===== config.mk =====
export PLATFORM = sky130hd
export DESIGN_NAME = uart_tx_fifo
export DESIGN_NICKNAME = d
export VERILOG_FILES = /design/src/rtl/uart_tx_fifo.sv
export SDC_FILE = /design/constraint.sdc
export NUM_CORES = 1
export LEC_CHECK = 0
export BUFFER_PORTS_ARGS = -buffer_cell sky130_fd_sc_hd__buf_4
export CAP_MARGIN = 20
export CORE_MARGIN = 5
export CORE_UTILIZATION = 62
export CTS_CLUSTER_DIAMETER = 30
export CTS_CLUSTER_SIZE = 25
export DETAILED_ROUTE_END_ITERATION = 10
export PLACE_DENSITY = 0.83
export SLEW_MARGIN = 20
export SYNTH_ARGS = -nofsm -noshare
export SYNTH_HDL_FRONTEND = slang
export SYNTH_SLANG_ARGS = --single-unit

===== constraint.sdc =====
create_clock -name i_clk -period 4.1 [get_ports i_clk]
set_clock_uncertainty 0.1 [all_clocks]
set_input_delay 0.41 -clock i_clk [delete_from_list [all_inputs] [get_ports i_clk]]
set_output_delay 0.41 -clock i_clk [all_outputs]
set_load 0.05 [all_outputs]

===== src/rtl/uart_tx_fifo.sv =====
// Byte-wide UART transmitter fed by a circular FIFO; 8N1 framing at CLKS_PER_BIT clocks per bit.
// Define UART_PARITY_EN to insert an even-parity bit between data and stop (8E1).
module uart_tx_fifo #(
    parameter int CLKS_PER_BIT = 434,
    parameter int FIFO_AW      = 4
) (
    input  logic               i_clk,
    input  logic               i_rst,
    input  logic               i_wvalid,
    input  logic [7:0]         i_wdata,
    output logic               o_wready,
    output logic               o_tx,
    output logic               o_busy,
    output logic               o_overflow,
    output logic [FIFO_AW:0]   o_level
);

    localparam int DEPTH = 2 ** FIFO_AW;
    localparam int CNT_W = $clog2(CLKS_PER_BIT);
    localparam logic [CNT_W-1:0]  CNT_LAST = CNT_W'(CLKS_PER_BIT - 1);
    localparam logic [CNT_W-1:0]  CNT_ONE  = CNT_W'(1);
    localparam logic [FIFO_AW:0]  LVL_FULL = (FIFO_AW + 1)'(DEPTH);
    localparam logic [FIFO_AW:0]  PTR_ONE  = (FIFO_AW + 1)'(1);

`ifdef UART_PARITY_EN
    typedef enum logic [2:0] {IDLE, START, DATA, PARITY, STOP} state_t;
`else
    typedef enum logic [2:0] {IDLE, START, DATA, STOP} state_t;
`endif

    logic [7:0]       mem [DEPTH];
    logic [FIFO_AW:0] wptr, rptr, level;
    logic             full, do_wr, do_pop, bit_end;
    logic [7:0]       head;

    state_t           state;
    logic [CNT_W-1:0] cnt;
    logic [2:0]       idx;
    logic [7:0]       shreg;
`ifdef UART_PARITY_EN
    logic             par;
`endif

    // Extra pointer bit distinguishes full from empty; subtraction wraps naturally.
    assign level   = wptr - rptr;
    assign full    = (level == LVL_FULL);
    assign head    = mem[rptr[FIFO_AW-1:0]];
    assign bit_end = (cnt == CNT_LAST);
    // Full check uses the pre-pop level, so a write colliding with a pop on a full FIFO drops.
    assign do_wr   = i_wvalid && !full && !i_rst;
    assign do_pop  = (level != '0) && ((state == IDLE) || ((state == STOP) && bit_end));

    assign o_level  = level;
    assign o_wready = !full;
    assign o_busy   = (state != IDLE) || (level != '0);

    always_ff @(posedge i_clk) begin
        if (do_wr)
            mem[wptr[FIFO_AW-1:0]] <= i_wdata;
    end

    always_ff @(posedge i_clk) begin
        if (i_rst) begin
            wptr       <= '0;
            rptr       <= '0;
            o_overflow <= 1'b0;
        end else begin
            if (do_wr)
                wptr <= wptr + PTR_ONE;
            if (do_pop)
                rptr <= rptr + PTR_ONE;
            if (i_wvalid && full)
                o_overflow <= 1'b1;
        end
    end

    always_ff @(posedge i_clk) begin
        if (i_rst) begin
            state <= IDLE;
            cnt   <= '0;
            idx   <= '0;
            shreg <= '0;
            o_tx  <= 1'b1;
`ifdef UART_PARITY_EN
            par   <= 1'b0;
`endif
        end else begin
            case (state)
                IDLE: begin
                    cnt <= '0;
                    if (do_pop) begin
                        shreg <= head;
`ifdef UART_PARITY_EN
                        par   <= ^head;
`endif
                        o_tx  <= 1'b0;
                        state <= START;
                    end
                end
                START: begin
                    if (bit_end) begin
                        cnt   <= '0;
                        idx   <= '0;
                        o_tx  <= shreg[0];
                        shreg <= shreg >> 1;
                        state <= DATA;
                    end else begin
                        cnt <= cnt + CNT_ONE;
                    end
                end
                DATA: begin
                    if (bit_end) begin
                        cnt <= '0;
                        if (idx == 3'd7) begin
`ifdef UART_PARITY_EN
                            o_tx  <= par;
                            state <= PARITY;
`else
                            o_tx  <= 1'b1;
                            state <= STOP;
`endif
                        end else begin
                            o_tx  <= shreg[0];
                            shreg <= shreg >> 1;
                            idx   <= idx + 3'd1;
                        end
                    end else begin
                        cnt <= cnt + CNT_ONE;
                    end
                end
`ifdef UART_PARITY_EN
                PARITY: begin
                    if (bit_end) begin
                        cnt   <= '0;
                        o_tx  <= 1'b1;
                        state <= STOP;
                    end else begin
                        cnt <= cnt + CNT_ONE;
                    end
                end
`endif
                STOP: begin
                    if (bit_end) begin
                        cnt <= '0;
                        // Chain the next frame with no idle gap when data is waiting.
                        if (do_pop) begin
                            shreg <= head;
`ifdef UART_PARITY_EN
                            par   <= ^head;
`endif
                            o_tx  <= 1'b0;
                            state <= START;
                        end else begin
                            state <= IDLE;
                        end
                    end else begin
                        cnt <= cnt + CNT_ONE;
                    end
                end
                default: begin
                    o_tx  <= 1'b1;
                    cnt   <= '0;
                    state <= IDLE;
                end
            endcase
        end
    end

endmodule


After elaboration in Yosys (flattened, before gate mapping)

Memories as Yosys holds them, arrays and structs flattened. A register that Yosys moved wholly into a read port is not among the register bits.
Cells that the tools add are included.

Register bits: 35
Bits in writable memories: 128
Bits of input ports: 11
Output and inout port bits: 9
Word-level logic and storage cells: 74
Memories kept: 1

$add $sub $neg: 5
Eq/ne operators: 12
Muxes and demuxes: 27
Bitwise operators: 1
Reductions and logical operators: 20

Memories:

| name | depth | bits a word | read ports | clocked after Yosys merged registers in | write ports | line | text |
|---|---|---|---|---|---|---|---|
| mem  | 16    | 8           | 1          | 1                                       | 1           | 31   | `logic [7:0] mem [DEPTH];` |

Operator list:

| kind                | count |
|---|---|
| $mux 8              | 5 |
| $pmux 8 s4          | 1 |
| $mux 3              | 8 |
| $ne 2x2->1 const B  | 6 |
| $pmux 3 s4          | 1 |
| $add 5x1->5 const B | 2 |
| $reduce_and 5->1    | 2 |
| $add 9x1->9 const B | 1 |
| $eq 9x9->1 const B  | 1 |
| $mux 1              | 8 |
| $mux 4              | 2 |
| $eq 3x2->1 const B  | 2 |
| $pmux 3 s2          | 1 |
| $reduce_or 3->1     | 2 |
| $eq 5x5->1 const B  | 1 |
| $logic_and 1x1->1   | 5 |
| $reduce_bool 5->1   | 1 |
| $sub 5x5->5         | 1 |
| $pmux 1 s4          | 1 |
| $reduce_and 4->1    | 1 |
| $reduce_bool 4->1   | 1 |
| $add 3x1->3 const B | 1 |
| $eq 3x1->1 const B  | 1 |
| $eq 3x3->1 const B  | 1 |
| 7 further kinds     | 9 |

Depth between registers and ports, before layout

Gate-level depths: netlist (run 1).

Depth in word-level cells: 7
Mapped depth: 11
Depth with buffers taken out: 10

Least setup slack after synthesis (run 1)

OpenSTA, ideal clock, no wires.

Kind: register to register
Start point: register wptr[0]
End point: memory mem[0][0], enable pin
Library setup time: 0.383 ns
Arrival: 3.470 ns
Data required time: 3.617 ns
Setup slack: 0.147 ns
Cell stages (with the launch flop): 12
Path buffers: 1
Period minus slack after synthesis: 3.953 ns
Path through: dfxtp_1 -> inv_1 -> ha_1 -> inv_1 -> fa_1 -> xor2_2 -> and4b_4 -> o2bb2a_1 -> buf_2 -> inv_2 -> nand4_1 -> nor3_1

Longest elaborated chain between the ends: 7

RTL lines:

| what                            | line | text |
|---|---|---|
| start: declaration              | 32   | `logic [FIFO_AW:0] wptr, rptr, level;` |
| start signal: assignment        | 69   | `wptr <= wptr + PTR_ONE;` |
| $sub 5x5->5                     | 45   | `assign level = wptr - rptr;` |
| named net o_level[2]            | 15   | `output logic [FIFO_AW:0] o_level` |
| $eq 5x5->1                      | 46   | `assign full = (level == LVL_FULL);` |
| $logic_not 1->1                 | n/a  |  |
| named net o_wready              | 11   | `output logic o_wready,` |
| $logic_and 1x1->1 (2 in series) | 50   | `assign do_wr = i_wvalid && !full && !i_rst;` |
| $mux 1                          | 58   | `if (do_wr)` |
| $mux 1 (not written as such)    | 59   | `mem[wptr[FIFO_AW-1:0]] <= i_wdata;` |
| end: declaration                | 31   |  |

The timed path passes the listed nets, and every way through them passes these cells.

Worst setup path after layout (run 1)

Start point: register wptr[0]
End point: memory mem[13][0], enable pin

Longest elaborated chain between the ends: 7

RTL lines:

| what                            | line |
|---|---|
| $sub 5x5->5                     | 45 |
| $eq 5x5->1                      | 46 |
| $logic_not 1->1                 | 50 |
| $logic_and 1x1->1 (2 in series) | 50 |
| $mux 1                          | 58 |
| $mux 1 (not written as such)    | 59 |

Several ways; a longest one is shown, not always the timed one.

==> results of run 1 <==
==> through the flow <==
| step | power, mW | setup slack [ns] | hold slack (ns) | cell area, um^2 | cells |
|---|---|---|---|---|---|
| after floorplan | 3.243 | 0.1470 | 0.3337 | 7129 | 482 |
| after global placement | 3.543 | 0.7350 | 0.3423 | 7391 | 626 |
| after detailed placement | 3.588 | 0.5665 | 0.3535 | 7391 | 626 |
| after CTS | 5.105 | 0.5216 | 0.2204 | 7960 | 658 |
| after global routing | 5.339 | 0.3305 | 0.2184 | 7960 | 658 |
| final | 5.103 | 0.4753 | 0.2239 | 7960 | 658 |
==> Yosys cell counts (6+ instances only) <==
cell and n:
nand3_1 15, buf_2 8, dfxtp_1 38, xnor2_1 6
clkbuf_1 12, a21oi_1 16, a211oi_1 11, ha_1 17
a2111oi_0 7, inv_1 20, nor2b_1 17, nand2_1 17
nand4_1 6, mux4_2 28, nor3_1 8, mux2i_1 8
edfxtp_1 128, nor2_1 39
==> final cells by class <==
cell class,instances,area share [%]
Multi-Input combinational cell,270,29.28
Inverter,21,0.9903
Clock inverter,15,1.808
Sequential cell,166,57.87
Tap cell,143,2.248
Clock buffer,17,5.344
Timing Repair Buffer,26,2.452
==> cells in the final DEF, fill, tap and decap left out, drive strengths merged, types with 5 or more instances in the layout <==
master,Yosys,routed
dfxtp,38,38
edfxtp,128,128
nand3b,5,5
o21ai,6,6
ha,17,17
nor4,5,5
nand2,17,17
clkbuf,12,17
inv,21,28
nor2b,17,17
mux2i,8,8
clkinv,0,5
buf,13,26
nor3,8,8
xnor2,6,6
nand3,15,15
a2111oi,7,7
a211oi,12,12
a21oi,17,17
o41ai,5,5
mux4,28,28
nand4,7,7
nor2,40,40
==> metal layers <==
| layer | global-route usage, % | routed length, um |
|---|---|---|
| met1 | 31.04 | 6035 |
| met2 | 37.29 | 7426 |
| met3 | 8.278 | 1205 |
| met4 | 9.786 | 450 |
| met5 | 0 | 0 |
==> power breakdown <==
group | leakage [nW] | internal (mW) | total, mW | switching, mW
registers | 1.46 | 1.90 | 2.05 | 0.150
logic | 0.901 | 0.617 | 1.53 | 0.909
clock network | 0.275 | 0.850 | 1.52 | 0.671
total | 2.64 | 3.37 | 5.10 | 1.73
==> worst max-delay path by stage <==
| stage | endpoint | slack, ns | depth (start not counted) |
|---|---|---|---|
| floorplan | mem[0][0] | 0.15 | 11 |
| global placement | mem[13][2] | 0.73 | 10 |
| detailed placement | mem[15][2] | 0.57 | 10 |
| CTS | mem[13][0] | 0.52 | 10 |
| global route | mem[11][4] | 0.33 | 10 |
| finish | mem[13][0] | 0.48 | 10 |
==> worst register-to-register path: stages, from the launching register on <==
cell and delay (ns):
dfxtp_1 0.35, inv_1 0.14, ha_1 0.18, inv_1 0.06, fa_1 0.43, xor2_2 0.28, and4b_4 0.25, o2bb2a_1 0.39
inv_2 0.20, nand4_1 0.26, nor2_1 0.61
==> cells by family (layout without fill, tap and decap cells) <==
| family | Yosys count | in the layout | share of synthesized area (%) |
|---|---|---|---|
| simple gates | 137 | 137 | 10.62 |
| buf+inv | 46 | 79 | 2.720 |
| xor+xnor | 10 | 10 | 1.334 |
| mux | 40 | 40 | 10.60 |
| flops | 166 | 166 | 64.58 |
| fa+ha+maj | 18 | 18 | 3.264 |
| compound gates | 65 | 65 | 6.880 |
==> state kept, by name, summed over array words and instances, names as in the netlist, named ones only <==
register / flops
mem: 128
cnt: 9
shreg: 8
rptr: 5
wptr: 5
idx: 3
state: 2
o_overflow: 1
o_tx: 1
==> metrics.txt, run 1 <==
share of the synthesized area in the top cell type a little over half; multi-input combinational cell area 2331 um^2; Die Footprint 13740 um^2; total of max-cap violations 0; Clock Pin Slew Worst Setup and Hold Paths 0.07 ns; number of post-CTS setup repair buffers 0; die height between 100 and 150 um; Post-synth ARST share 0%; number of flops mapped to enable cells by yosys between 100 and 150; CTS tree yes; delay-heaviest family, CP simple AND/OR/NAND/NOR gates; Slowest cell on crit path nor2_1; Num CTS Buffers 17; synthesis-stage register bit count 166; Worst Hold Class in2reg; hold path start i_wvalid; CP max FO 8; core footprint 11320 um^2; R2R setup slack 0.48 ns; setup TNS 0 ns; DR WL/cell about 23 um; DRC 0; Worst Hold Depth 3; Synth Cell Area 7129 um^2; Synth cell types 64; via count 4267; Worst R2R End mem[13][0]; Fin. Hold Viols 0; row count 39; leakage 2.640 nW; vias in the first global route 4132; hold path endpoint wptr[1]; Buf/Inv on CP 3; Tmin final 3.625 ns; clock root buffer clkbuf_16; GRT Resource Usage Total between 20% and 30%; fillers 706; final slew viol count 0; register area 4607 um^2; IO buf count 19; Mapped Avg Cell Area 14.79 um^2; RD Place Congestion 0.8694; # setup viols final 0; Tightest Pin Transition 0.8835 ns; pwr dens 641.0 nW/um^2; cell taking the most area after synthesis edfxtp_1; sequential-to-total area share from yosys stat approximately 65%; Die X 117.2 um; grt ovf 0; largest net degree at the start of global routing 35; largest cells by area after synthesis edfxtp_1, dfxtp_1, mux4_2, ha_1, nor2_1; Post-Syn Instances 482; CTS Hold Bufs 0; deepest clock path buffer count 2; Data required, critical path 4.05 ns; CP endpoint kind flip-flop; wire length of the first global-routing pass 23340 um; clk sinks 166; ANT cells 0; CP Launch Type flip-flop; drt initial violations 574; share of cells above drive strength 1 19.81%; initial core utilization 62.98%; Max Fclk 275.9 MHz; final core occ a little over two thirds; Synth Flop Type edfxtp_1; Worst EP arrival 3.58 ns; syn nets about 500; vias per cell between 6 and 7; nets about 530; Area growth, synth to finish 11.65%; part of the cycle the worst path needs between 80% and 90%; Critical R2R Launch wptr[0]; remaining antenna violation count 0; H-tree levels 4; r2r worst-path depth 10; Yosys warnings 0; Clk Latency, worst-skew pair 0.43 ns; CP startpoint wptr[0]; PostCTS Resize Cnt 0; RSZ-0062 raised after global routing false; Initial DRT Pass Iterations 5; CP cell instances inv_1 > ha_1 > inv_1 > fa_1 > xor2_2 > and4b_4 > o2bb2a_1 > inv_2 > nand4_1 > nor2_1; initial antenna violation count 0; Slew headroom 41.02%; Detail Placement HPWL roughly 10000 um; biggest cell delay along the critical path approximately 0.60 ns; maximum VDD drop 638.7 uV; io pins 20; Crit path top cell by count inv_1; DRT Wirelength 15120 um; status complete, no violations; WS Path Type reg2reg
Note: power is estimated with default switching activity, not from simulation.
==> inputs of run 2 (changes only) <==
Settings changed: CELL_PAD_IN_SITES_DETAIL_PLACEMENT set to 1, CELL_PAD_IN_SITES_GLOBAL_PLACEMENT set to 2, CORE_MARGIN 5 to 2, CORE_UTILIZATION 62 to 46, PLACE_DENSITY 0.83 to 0.84.
==> run 2 against run 1 <==
  * Cell area rose by 2.7%
  * Global-route usage decreased by 1.9 points
  * Worst setup slack got worse by 0.030 ns
  * Register-to-register slack got worse by 0.03 ns
  * Routed wire length grew 12%
  * Flip-flop and latch count did not move
  * Clock-buffer cell count rose by 1
  * Maximum frequency fell by 0.83%
  * Sequential share of layout area fell by 1.5 points
  * First-iteration DRC count down 53%
  * Largest cell class unchanged
  * Largest power group unchanged
  * Highest routed layer unchanged
==> metrics.txt, run 2 (synthesis gave the netlist of run 1 again) <==
status complete, no violations (unchanged); CP endpoint kind flip-flop (unchanged); vias per cell 5.894 (was 6.485); share of cells above drive strength 1 21.82% (was 19.81%); Placed Cells 683 (was 626); Slew headroom 50.30% (was 41.02%); # setup viols final 0 (unchanged); die height 128.5 um (was 117.2 um); GRT Resource Usage Total 22.02% (was 23.94%); Num CTS Buffers 17 (unchanged); Clock Pin Slew Worst Setup and Hold Paths 0.07 ns (about the same); H-tree levels 4 (unchanged); clk sinks 166 (unchanged); IO buf count 19 (unchanged); Die X 128.5 um (was 117.2 um); Die Footprint 16510 um^2 (was 13740 um^2); final core occ 53.97% (was 70.31%); number of post-CTS setup repair buffers 0 (unchanged); part of the cycle the worst path needs 89.15% (was 88.41%); met1 GRT Util 28.72% (was 31.04%); largest net degree at the start of global routing 35 (unchanged); io pins 20 (unchanged); initial core utilization 47.07% (was 62.98%); register area 4607 um^2 (unchanged); DRT Wirelength 16930 um (was 15120 um); Max Fclk 273.6 MHz (was 275.9 MHz); most frequent cells in the layout edfxtp_1, nor2_1, buf_4, dfxtp_1, mux4_2 (was edfxtp_1, nor2_1, dfxtp_1, mux4_2, buf_4); WS Path Type reg2reg (unchanged); RD Place Congestion 0.7986 (was 0.8694); grt ovf 0 (unchanged); Area growth, synth to finish 14.65% (was 11.65%); PostCTS Resize Cnt 0 (unchanged); Initial DRT Pass Iterations 5 (unchanged); Tmin final 3.655 ns (was 3.625 ns); CTS tree yes (unchanged); maximum VDD drop 374.7 uV (was 638.7 uV); CTS Hold Bufs 0 (unchanged); nets 543 (was 531); multi-input combinational cell area 2331 um^2 (unchanged); clock root buffer clkbuf_16 (unchanged); R2R setup slack 0.45 ns (was 0.48 ns); Data required, critical path 4.06 ns (was 4.05 ns); ANT cells 0 (unchanged); Clk Latency, worst-skew pair 0.42 ns (was 0.43 ns); Tightest Pin Transition 0.7455 ns (was 0.8835 ns); most common cell after layout, fill and taps aside edfxtp_1 (unchanged); initial antenna violation count 0 (unchanged); GR peak layer met2 (unchanged); final slew viol count 0 (unchanged); DR WL/cell 23.68 um (was 22.98 um); drt initial violations 270 (was 574); Worst EP arrival 3.61 ns (was 3.58 ns); RSZ-0062 raised after global routing false (unchanged); setup TNS 0 ns (unchanged); fillers 1425 (was 706); core footprint 15150 um^2 (was 11320 um^2); total of max-cap violations 0 (unchanged); wire length of the first global-routing pass 26300 um (was 23340 um); deepest clock path buffer count 2 (unchanged); met2 GRT Util 36.58% (was 37.29%); Detail Placement HPWL 11140 um (was 9910 um); pwr dens 660.5 nW/um^2 (was 641.0 nW/um^2); remaining antenna violation count 0 (unchanged); row count 45 (was 39); Worst Hold Class in2reg (unchanged); leakage 2.735 nW (was 2.640 nW); vias in the first global route 4513 (was 4132); via count 4214 (was 4267); non-filler cells, final 715 (was 658); CP max FO 8 (unchanged); DRC 0 (unchanged); met3 GRT Util 5.073% (was 8.278%); CP Launch Type flip-flop (unchanged); Fin. Hold Viols 0 (unchanged); max reg flops 128 (unchanged)
-- run 2: changes by cell type in the layout (fill, tap and decap cells not counted), sizes merged --
cell    before  now
clkbuf      17   18
clkinv       5    1
buf         26   38
bufinv       1    4
-- run 2: stage by stage --
step | power [mW] | setup WS [ns] | instance area [um^2] | hold slack (ns)
finish | 5.399 | 0.4450 | 8174 | 0.2125
floorplan | 3.243 | 0.1470 | 7129 | 0.3337
detailed placement | 3.707 | 0.5353 | 7537 | 0.3545
global route | 5.630 | 0.2588 | 8174 | 0.2028
global placement | 3.650 | 0.7338 | 7537 | 0.3438
CTS | 5.430 | 0.4820 | 8174 | 0.1940
-- run 2: worst max-delay path, cell delays in order, from the launching register on --
cell	delay (ns)
dfxtp_1	0.35
inv_1	0.15
ha_1	0.19
inv_1	0.07
fa_1	0.43
xor2_2	0.29
and4b_4	0.26
o2bb2a_1	0.38
inv_2	0.17
nand4_1	0.26
nor2_1	0.64
-- run 2: cell type report --
type,instances,share of cell area (%)
repair buffers,38,3.490
flip-flops and latches,166,56.36
clock inverters,14,2.541
clock buffers,18,5.250
multi-input cells,270,28.52
well taps,188,2.878
inverters,21,0.9643
-- run 2: final timing paths --
| path | start | endpoint | depth (start not counted) |
|---|---|---|---|
| worst max-delay path | wptr[0] | mem[12][4] | 10 |
| worst min-delay path | i_wdata[6] | mem[0][6] | 1 |
| worst max register to register | wptr[0] | mem[12][4] | 10 |
| worst min register to register | shreg[5] | shreg[5] | 2 |
-- run 2: where the power goes --
group	switching (mW)	total (mW)	leakage, nW	internal, mW
combinational	1.01	1.63	0.966	0.622
sequential	0.139	2.04	1.46	1.90
clock	0.685	1.72	0.305	1.04
-- run 2: per-layer routing --
metal	routed length [um]	part of all wire, %
met2	8630	51
met5	0	0
met3	688	4.1
met4	232	1.4
met1	7382	44
